`src/rtl/pc_sequencer.sv`:
```
// Fetch/execute sequencer for the program counter: clears the PC on start, fetches
// from instruction memory with a timeout, holds the instruction for execute, then advances or jumps.
module pc_sequencer #(
    parameter int unsigned WIDTH    = 16,
    parameter int unsigned MAX_WAIT = 15
) (
    input  logic             clk,
    input  logic             reset_n,
    input  logic             run,
    input  logic             halt_req,
    input  logic [WIDTH-1:0] pc_value,
    output logic             pc_reset,
    output logic             pc_load,
    output logic             pc_inc,
    output logic [WIDTH-1:0] pc_next,
    output logic             imem_req,
    output logic [WIDTH-1:0] imem_addr,
    input  logic             imem_ack,
    input  logic [WIDTH-1:0] imem_rdata,
    output logic [WIDTH-1:0] instr,
    output logic             instr_valid,
    input  logic             exec_done,
    input  logic             jump,
    input  logic [WIDTH-1:0] jump_addr,
    output logic             halted,
    output logic             fault
);

    localparam int unsigned CNT_W = (MAX_WAIT < 2) ? 1 : $clog2(MAX_WAIT + 1);

    localparam logic [2:0] S_IDLE  = 3'd0;
    localparam logic [2:0] S_CLEAR = 3'd1;
    localparam logic [2:0] S_FETCH = 3'd2;
    localparam logic [2:0] S_EXEC  = 3'd3;
    localparam logic [2:0] S_HALT  = 3'd4;

    logic [2:0]       state_q, state_d;
    logic [CNT_W-1:0] wait_q, wait_d;
    logic [WIDTH-1:0] instr_q, instr_d;
    logic             fault_q, fault_d;
    logic             timeout_c;

    // Last unacked FETCH cycle before the fault; MAX_WAIT of zero never times out.
    assign timeout_c = (MAX_WAIT != 0) && (wait_q == CNT_W'(MAX_WAIT - 1));

    assign imem_addr = pc_value;
    assign instr     = instr_q;
    assign fault     = fault_q;

    always_ff @(posedge clk or negedge reset_n) begin
        if (!reset_n) begin
            state_q <= S_IDLE;
            wait_q  <= '0;
            instr_q <= '0;
            fault_q <= 1'b0;
        end else begin
            state_q <= state_d;
            wait_q  <= wait_d;
            instr_q <= instr_d;
            fault_q <= fault_d;
        end
    end

    always_comb begin
        state_d     = state_q;
        wait_d      = wait_q;
        instr_d     = instr_q;
        fault_d     = fault_q;
        pc_reset    = 1'b0;
        pc_load     = 1'b0;
        pc_inc      = 1'b0;
        pc_next     = '0;
        imem_req    = 1'b0;
        instr_valid = 1'b0;
        halted      = 1'b0;

        case (state_q)
            S_IDLE: begin
                halted = 1'b1;
                if (run) begin
                    state_d = S_CLEAR;
                end
            end
            S_CLEAR: begin
                pc_reset = 1'b1;
                wait_d   = '0;
                state_d  = S_FETCH;
            end
            S_FETCH: begin
                imem_req = 1'b1;
                // An ack wins over the timeout in the same cycle.
                if (imem_ack) begin
                    instr_d = imem_rdata;
                    state_d = S_EXEC;
                end else if (timeout_c) begin
                    fault_d = 1'b1;
                    state_d = S_HALT;
                end else begin
                    wait_d = wait_q + CNT_W'(1);
                end
            end
            S_EXEC: begin
                instr_valid = 1'b1;
                if (exec_done) begin
                    if (jump) begin
                        pc_load = 1'b1;
                        pc_next = jump_addr;
                    end else begin
                        pc_inc = 1'b1;
                    end
                    if (halt_req) begin
                        state_d = S_HALT;
                    end else begin
                        wait_d  = '0;
                        state_d = S_FETCH;
                    end
                end
            end
            S_HALT: begin
                halted = 1'b1;
                // A fault locks the sequencer here until reset.
                if (run && !fault_q) begin
                    wait_d  = '0;
                    state_d = S_FETCH;
                end
            end
            default: begin
                state_d = S_IDLE;
            end
        endcase
    end

endmodule

```
`config.mk`:
```
export PLATFORM = sky130hd
export DESIGN_NAME = pc_sequencer
export DESIGN_NICKNAME = d
export VERILOG_FILES = /design/src/rtl/pc_sequencer.sv
export SDC_FILE = /design/constraint.sdc
export NUM_CORES = 1
export LEC_CHECK = 0
export ABC_AREA = 1
export ABC_CLOCK_PERIOD_IN_PS = 1500
export CORE_UTILIZATION = 34
export DETAILED_ROUTE_END_ITERATION = 10
export PLACE_DENSITY_LB_ADDON = 0.05
export SLEW_MARGIN = 20
export SYNTH_ARGS = -nofsm -noshare
export SYNTH_HDL_FRONTEND = slang
export SYNTH_SLANG_ARGS = --single-unit
```
`constraint.sdc`:
```
create_clock -name clk -period 1.5 [get_ports clk]
set_input_delay 0.15 -clock clk [delete_from_list [all_inputs] [get_ports clk]]
set_output_delay 0.15 -clock clk [all_outputs]
set_load 0.05 [all_outputs]
```
# Word level (Yosys, flattened, before mapping)
# Index checks and enable logic that the tools add are counted.
[op_classes]
add_sub_neg = 1
n_eq_ne = 12
muxes = 26
bitwise_logic = 1
reduce_logical = 9
[ops]
columns = ["op", "n"]
rows = [
  ["2-to-1 mux 16 bit", 3],
  ["2-to-1 mux 4 bit", 5],
  ["2-to-1 mux 3 bit", 6],
  ["case mux 4 bit (4 select lines)", 1],
  ["case mux 3 bit (5 select lines)", 1],
  ["inequality test 2 bit (second input constant)", 6],
  ["2-to-1 mux 1 bit", 10],
  ["== test 3 x 2 -> 1 bit (second input constant)", 2],
  ["AND reduction 6 bit", 1],
  ["adder 4 x 1 -> 4 bit (second input constant)", 1],
  ["== test 4 bit (second input constant)", 1],
  ["AND reduction 4 bit", 1],
  ["nonzero test 4 bit", 1],
  ["== test 3 x 1 -> 1 bit (second input constant)", 1],
  ["== test 3 bit (second input constant)", 1],
  ["zero test 3 bit", 1],
  ["inequality test 3 bit (second input constant)", 1],
  ["AND reduction 3 bit", 1],
  ["AND reduction 2 bit", 1],
  ["OR reduction 2 bit", 1],
  ["logical AND 1 bit", 1],
  ["zero test 1 bit", 1],
  ["inverter 1 bit", 1],
]
[totals]
reg_bits = 24
input_bits = 55
output_inout_bits = 55
elab_cells = 53

# Depth between registers and ports, before layout
# Gate-level depths: netlist of run 1.
[logic_depth]
word_depth = 4
mapped_depth = 9
mapped_depth_nobuf = 9

# Least setup slack after synthesis of run 1
# No wires, ideal clock.
[synth_timing]
kind = "reg-to-reg"
startpoint = "register state_q[1]"
endpoint = "register state_q[1]"
setup_time_ns = 0.065
t_arrival_ns = 1.935
required_ns = 1.435
slack_ns = -0.500
path_stages_with_launch = 7
n_path_buf = 1
synth_period_minus_slack_ns = 2.000
cell_sequence = "dfrtp_1 -> buf_4 -> nor3_1 -> nor2_1 -> nand3_1 -> nand3_1 -> nand2_1"
[synth_via]
elab_chain_len = 3
[synth_rtl]
columns = ["item", "line", "rtl"]
rows = [
  ["start: declaration", "37", "logic [2:0] state_q, state_d;"],
  ["start signal: assignment", "57", "state_q <= state_d;"],
  ["== test 3 x 2 -> 1 bit, or another cell as far along", "77", "case (state_q)"],
  ["inequality test 3 bit (no source line) or inequality test 2 bit (tied branches)", "n/a", ""],
  ["AND reduction 4 bit (no source line)", "n/a", ""],
]
# Parallel ways exist; a longest one is shown, timed or not.
# A chain may end at the register's enable or synchronous reset.

# Worst setup path after layout of run 1
[layout_timing]
startpoint = "register state_q[2]"
endpoint = "output port pc_next[11]"
[layout_via]
elab_chain_len = 2
[layout_rtl]
columns = ["item", "line", "rtl"]
rows = [
  ["== test 3 x 2 -> 1 bit", "77", ""],
  ["2-to-1 mux 16 bit", "77", ""],
  ["end: declaration", "15", "output logic [WIDTH-1:0] pc_next,"],
]
# Every way passes these cells.

==> impl_metrics.ini, run 1 <==
[clocking]
cts_max_level = 1
clk_latency_ns = 0.27
cts.path.max_buffers = 2
cts_hold_buffers = 0
clock-sinks = 24
cts_buffers = 3
cts_tree = built
clk_pin_slew_ns = 0.08
root_buffer = clkbuf_8

[pwr]
ir_drop_v = 0.000966
powerDensity_mw_per_mm2 = 1710
leakage_uw = 0.00135

[routing]
via_count = 1512
antenna_left = 0
drt-total-wl_mm = 4.13
drt-initial-drc-count = 56
viasPerCell = 4.55
routedWlPerCell_microns = 12.4
first_pass_iters = 4
drc = 0

[layout]
fillers = 331
area_delta_synth_final_pct = 87.3
drive_above_1_share_pct = 35.5
nNetsFinal = 340
diodes = 0
final-seq-area_sq_um = 602
fin_cells = 332
multi_input_area_sq_um = 793

[die]
core_sq_mm = 0.00409
die-area_sq_mm = 0.00464
start_util_pct = 36.4
die_w_microns = 68.1
rows = 23
ioPinCount = 110
fp.dieH_microns = 68.1

[timing]
rsz0062_at_grt = yes
finClkSkew_ns = 0.00311
slew_headroom_pct = 74.4
finalCriticalPeriod_ns = 1.60
hold_violations = 0
finalCritPeriodShare_pct = 107
setup_viol = 18
slew_viol_final = 0
setup_ws_ns = -0.102
timing.fmax_mhz = 624
worstMarginPinSlew_ns = 0.383

[setup_path]
critPathKind = reg -> out
slowest_stage = dfrtp_1
critPathRequiredTime_ns = 1.35
cp.arrival_ns = 1.45
cp-end-kind = primary output
critPathMaxFanout = 5
crit_path_cell_trace = inv_2 -> nand3_4 -> inv_8 -> nand3_4 -> clkbuf_16 -> nor2_4 -> buf_12
start_kind = flip-flop
crit_top_cell = nand3_4
crit_path_max_incr_delay_ns = 0.39

[synthesis]
synth_area_leaders = dfrtp_1 40%, nand2_1 17%, buf_4 8.6%
synth_most_common_cell = nand2_1
avgSynthCellArea_sq_um = 7.33
ys_types = 24
syn_nets = 260
synth_area_sq_mm = 0.00149
yosysSeqAreaShare_pct = 40.4
ys_warn_count = 0
synth_edf_count = 0
yosys.area.top_type = dfrtp_1
synth_common_cells = 69 x nand2_1, 28 x nor2_1, 24 x dfrtp_1
synthCells = 203
ys_seq_elements = 24
synth_top_area_share_pct = 40.4
ys.flop_type = dfrtp_1
async_flop_share_pct = 100

[global_routing]
grt_max_degree = 18
antenna_found_initial = 0
grt_pass1_wl_mm = 6.23
overflow = 0
grt_pass1_vias = 1364
gr-usage-all-layers_pct = 18.1

[placement]
post-place-cells = 320
place_ws_ns = 0.0425
portBuffers = 77
dpl.hpwl_mm = 3.10
gp_congestion = 0.804

[status]
violations = setup timing
outcome = finished with violations

[job]
drv_cap = 0

[min_path]
hold_path_class = in -> async
[power breakdown]
part	total (uW)	switching [uW]	internal, uW
combinational	3150	1980	1170
sequential	1060	155	902
clock	563	207	357
[what timing repair did]
| action | CTS | global route |
|---|---|---|
| setup buffers | 5 | 2 |
| hold endpoints to repair | 0 | 0 |
| endpoints found under the setup margin | 19 | 26 |
| resized for setup | 11 | 8 |
| pin swaps | 0 | 2 |
| cloned | 0 | 1 |
[sequential cells by signal (all words and copies together), names as in the netlist]
name and cells:
instr 16, fault 1, wait_q 4, state_q 3
[per-stage QoR]
stage / power, uW / utilization [%] / hold slack, ns / setup TNS, ns / area [sq um]
5_1_grt: 5070 / 68.2 / 0.183 / -2.49 / 2790
3_5_place_dp: 4010 / 62.6 / 0.300 / 0 / 2560
6_report: 4770 / 68.2 / 0.163 / -1.43 / 2790
2_1_floorplan: 3050 / - / -0.146 / -0.526 / 1610
3_3_place_gp: 3980 / 62.6 / 0.300 / 0 / 2560
4_1_cts: 4690 / 66.5 / 0.165 / -0.865 / 2720
[final timing paths]
check                                         to  slack, ns              startpoint  cells past startpoint
min in group clk                    imem_addr[0]       0.30             pc_value[0]                      0
hold / removal             instr[12]$_DFFE_PN0P_       0.16                 reset_n                      1
hold reg to reg             instr[6]$_DFFE_PN0P_       0.48    instr[6]$_DFFE_PN0P_                      2
max in group asynchronous  wait_q[0]$_DFFE_PN0P_       0.88                 reset_n                      2
setup / recovery                     pc_next[11]      -0.10  state_q[2]$_DFFE_PN0P_                      7
setup reg to reg           wait_q[0]$_DFFE_PN0P_       0.08  state_q[1]$_DFFE_PN0P_                      8
[logic make-up after synthesis]
logic type                 after synthesis  share of synthesized area, %
and+or+nand+nor                        120                          36.6
buffers and inverters                   48                          17.5
xor gates and xnor gates                 1                         0.589
DFF                                     24                          40.4
AOI/OAI and AO/OA                        8                          3.28
adders and majority gates                2                          1.68
[layout make-up]
class / count / area share [%]
clock buffer: 3 / 1.48
clock inverter: 1 / 1.08
inverter: 28 / 4.45
multi-input combinational: 131 / 28.5
sequential: 24 / 21.6
tap: 50 / 2.25
timing repair buffer: 95 / 40.7
[worst max-delay path: cells and delay by family (launching register included)]
kind / cells / cell delay [ns]
simple gates: 3 / 0.30
buf+inv: 4 / 0.49
flops: 1 / 0.39
[layer usage]
metal	part of all wire [%]	global-route usage (%)	wire length, microns	vias up
met5	0	0	0	-
met4	0.80	4.95	33	0
met3	10	3.67	416	6
met2	47	32.2	1950	77
met1	42	21.8	1730	675
li1	-	-	-	754
[placed cells by master, fill, tap and decap left out, drive strengths merged]
cell	n
clkdlybuf4s50	38
a31o	1
ha	2
nand3	13
clkbuf	4
inv	27
nand4	2
nand2	70
dfrtp	24
xnor2	1
o21bai	2
nor3	2
clkinvlp	1
bufinv	1
nor2	33
buf	56
o21ai	2
a21oi	3
Power figures use the tool's default switching activity.
==> run 2: changes to the inputs <==
- CORE_MARGIN: not set -> 2
==> impl_metrics.ini, run 2 (synthesized netlist as in run 1, its figures left out) <==
[timing]
hold_violations = 0
whs_ns = 0.227
setup_ws_ns = -0.0679
timing.fmax_mhz = 638
slew_headroom_pct = 79.7
finalCritPeriodShare_pct = 105
slew_viol_final = 0
setup_viol = 18
finalCriticalPeriod_ns = 1.57
finClkSkew_ns = 0.00449
rsz0062_at_grt = yes
finalSetupTns_ns = -0.951
worstMarginPinSlew_ns = 0.305

[layout]
final_cell_mix = 68 x nand2_1, 38 x clkdlybuf4s50_1, 28 x buf_4
nNetsFinal = 336
diodes = 0
multi_input_area_sq_um = 783
drive_above_1_share_pct = 34.5
area_delta_synth_final_pct = 82.5
layout_commonest_cell = nand2_1
design_area_sq_mm = 0.00272
fin_util_pct = 63.2
largest_register_ffs = 16
final-seq-area_sq_um = 602
fillers = 379

[setup_path]
crit_path_max_incr_delay_ns = 0.39
cp-end-kind = primary output
rr_worst_depth = 8
crit_path_cell_trace = inv_2 -> nand3_4 -> inv_8 -> nand3_4 -> buf_12 -> nor2_4 -> buf_12
slowest_stage = dfrtp_1
critPathKind = reg -> out
cp.arrival_ns = 1.42
critPathRequiredTime_ns = 1.35
start_kind = flip-flop
critPathMaxFanout = 11

[pwr]
powerDensity_mw_per_mm2 = 1700
leakage_uw = 0.00132
total_power_uw = 4620
ir_drop_v = 0.00127

[clocking]
clock-sinks = 24
root_buffer = clkbuf_8
cts.path.max_buffers = 2
cts_hold_buffers = 0
cts_buffers = 3
clk_pin_slew_ns = 0.08
cts_max_level = 1
cts_tree = built
clk_latency_ns = 0.27

[die]
die-area_sq_mm = 0.00492
start_util_pct = 34.6
die_w_microns = 70.1
core_sq_mm = 0.00429
rows = 24
ioPinCount = 110
fp.dieH_microns = 70.1

[routing]
drt-initial-drc-count = 39
antenna_left = 0
via_count = 1500
routedWlPerCell_microns = 12.3
first_pass_iters = 4
drc = 0
drt-total-wl_mm = 4.05
viasPerCell = 4.55

[min_path]
hold_path_class = in -> async

[global_routing]
grt_pass1_vias = 1420
gr-usage-all-layers_pct = 16.8
grt_max_degree = 25
grt_pass1_wl_mm = 6.80
antenna_found_initial = 0
overflow = 0

[placement]
dpl.hpwl_mm = 3.08
portBuffers = 77
gp_congestion = 0.799
post_dp_cell_area_sq_mm = 0.00255

[status]
violations = setup timing
outcome = finished with violations

[job]
drv_cap = 0
-- run 2: worst max-delay path, delay by kind of cell (launching register included) --
kind / cells / cell delay [ns]
flops: 1 / 0.39
buf+inv: 4 / 0.46
simple gates: 3 / 0.27
-- run 2: path summary, 6_finish.rpt --
check | startpoint | end | slack, ns
worst max-delay path | state_q[2]$_DFFE_PN0P_ | pc_next[11] | -0.07
worst min-delay path | reset_n | wait_q[3]$_DFFE_PN0P_ | 0.23
worst max register to register | state_q[0]$_DFFE_PN0P_ | instr[2]$_DFFE_PN0P_ | 0.11
worst min register to register | instr[6]$_DFFE_PN0P_ | instr[6]$_DFFE_PN0P_ | 0.47
max in group asynchronous | reset_n | state_q[0]$_DFFE_PN0P_ | 1.02
min in group clk | pc_value[14] | imem_addr[14] | 0.30
-- run 2: cell type report --
cell class,count,area share [%]
multi-input combinational,131,28.8
tap,52,2.40
inverter,28,4.56
sequential,24,22.2
timing repair buffer,91,40.0
clock buffer,4,2.03
-- run 2: where the power goes --
group	switching (uW)	total, uW	internal, uW
Sequential	156	1060	902
Combinational	1970	3120	1160
Clock	204	438	234
-- run 2: timing repair --
item | in CTS | in global routing
cloned | 0 | 0
endpoints found under the hold margin | 0 | 0
gates resized for setup | 12 | 6
setup buffers | 4 | 3
pin swaps | 0 | 4
endpoints found under the setup margin | 19 | 27
-- run 2: per-layer routing --
metal | wire, microns | up-vias | GRT usage, %
li1 | - | 749 | -
met1 | 1850 | 675 | 22.2
met2 | 1870 | 74 | 28.5
met3 | 305 | 2 | 3.61
met4 | 24 | 0 | 3.21
met5 | 0 | - | 0
-- run 2: metrics by stage --
step | instances | setup WS (ns)
global route | 330 | -0.146
global placement | 320 | 0.0657
detailed placement | 320 | 0.0482
floorplan | 203 | -0.0566
finish | 330 | -0.0679
CTS | 328 | -0.0994
==> patch, RTL diff (flow settings as in run 2) <==
Set the parameter `WIDTH` to 12 (it was 16).
--- a/src/rtl/pc_sequencer.sv
+++ b/src/rtl/pc_sequencer.sv
@@ -3,3 +3,3 @@
 module pc_sequencer #(
-    parameter int unsigned WIDTH    = 16,
+    parameter int unsigned WIDTH    = 12,
     parameter int unsigned MAX_WAIT = 15
Interface: changed (6 resized); port bits go from 110 to 86. The function was not compared with the original's and may differ.
==> patch against run 2 <==
The flow still finishes with violations (negative setup slack); worst setup slack worse by 56 ps; final area down 15%; sequential cell count down 4; combinational power down 6.4%; critical path type unchanged; register-to-register slack worse by 110 ps; synthesized area down 17%; via count down 10%; routed wire length down 7.6%; total power down 10%; highest routed layer unchanged.
==> patch: results (changes against run 2) <==
[outcome]
status = complete, but fails checks
violations = negative setup slack

[yosys]
synth.distinct_cells = 18  ; -25%
yosys-top-cells-count = nand2_1, nand3_1, nor2_1
netlist_top_cells_area = dfrtp_1, nand2_1, nand3_1, buf_4, nor2_1
synth_nets = 217  ; -17%
seq_area_frac_synth = 0.4044  ; +0.0007483

[finish]
largest_reg_flops = 12  ; -4
layout-drive-gt1-share = 0.3708  ; +0.02551
nNetsFinal = 286  ; -15%

[timing]
setup_slack_ps = -123.6  ; -55.64 ps
tns_ps = -1380  ; -428.5 ps
clock_skew_ps = 0.5371  ; -3.953 ps
setup_viol = 15  ; -3

[place]
hpwl_um = 2767  ; -10%
dpl-instance-area_sq_um = 2115  ; -17%
io_buffers = 61  ; -21%
pre_cts_slack_ps = 12.19  ; -36.04 ps
place.gp.congestion = 0.8551  ; +7.0%

[global_routing]
grt_pass1_vias = 1292  ; -9.0%
grt_pass1_wl_um = 5678  ; -16%
grt_start_max_net_pins = 21  ; -16%
track_usage = 0.1719  ; +0.003943

[power]
vdd_drop_max_uv = 890.7  ; -30%
power.switching_mw = 2.092  ; -10%
leakagePower_nw = 1.125  ; -15%

[detailed_routing]
wirelength_um = 3738  ; -7.6%
vias = 1345  ; -10%
first_iter_violations = 23  ; -41%

[worst_setup_path]
critPathArrivalTime_ps = 1470  ; +50 ps
regToRegStartpoint = state_q[1]

[cts]
insertion_delay_ps = 310  ; +40 ps
clk_pin_slew_ps = 120  ; +40 ps
cts_root_buffer = clkbuf_4

==> patch: cells by family after synthesis <==
kind of cell    count (synthesis)  share of synthesized area
simple gates                  104                     0.3852
compound gates                  5                    0.02021
xor+xnor                        1                   0.007079
buf+inv                        40                     0.1628
fa+ha+maj                       2                    0.02022
flops                          20                     0.4044
==> patch: repair_timing <==
item / in CTS / in global routing
endpoints found under the setup margin: 15 / 22
gates resized for setup: 6 / 9
hold endpoints to repair: 0 / 0
pin swaps: 3 / 4
setup buffers: 5 / 8
==> patch: worst max-delay path: stages, from the launching register on <==
cell and delay, ps:
dfrtp_2 460, nor2_4 160, nand3_4 110, buf_12 180
nor2_4 120, buf_12 140
==> patch: layout make-up <==
cell class	instances	area, sq um
inverter	24	100.1
clock buffer	4	36.28
timing repair buffer	80	929.6
fill	296	1112
tap	46	57.56
sequential	20	503.0
multi-input combinational	112	676.9
==> patch: path summary, 6_finish.rpt <==
kind	end	slack [ps]	cells after the start
max	pc_next[8]	-120	5
min	wait_q[0]	160	2
max reg2reg	wait_q[1]	0	7
min reg2reg	instr[2]	480	2
max in group asynchronous	state_q[1]	1120	2
min in group clk	imem_addr[8]	300	0
==> patch: power groups by stage <==
stage               Clock, mW  Sequential, mW  Combinational [mW]
finish                  0.324           0.903                2.92
global route            0.353           0.933                3.12
CTS                     0.335           0.914                2.67
detailed placement          0           0.932                2.53
global placement            0           0.924                2.49
floorplan                   0            1.43                1.17
==> patch: metrics by stage <==
step                std cells  utilization
global route              286       0.6744
CTS                       278       0.6462
floorplan                 172            -
detailed placement        269       0.6190
global placement          269       0.6190
finish                    286       0.6744
==> patch: layer usage <==
layer,GRT usage,wire (um),share of wire
met2,0.3112,1901,0.51
met5,0,0,0
met1,0.1936,1451,0.39
met4,0.07979,110,0.029
met3,0.03169,275,0.074
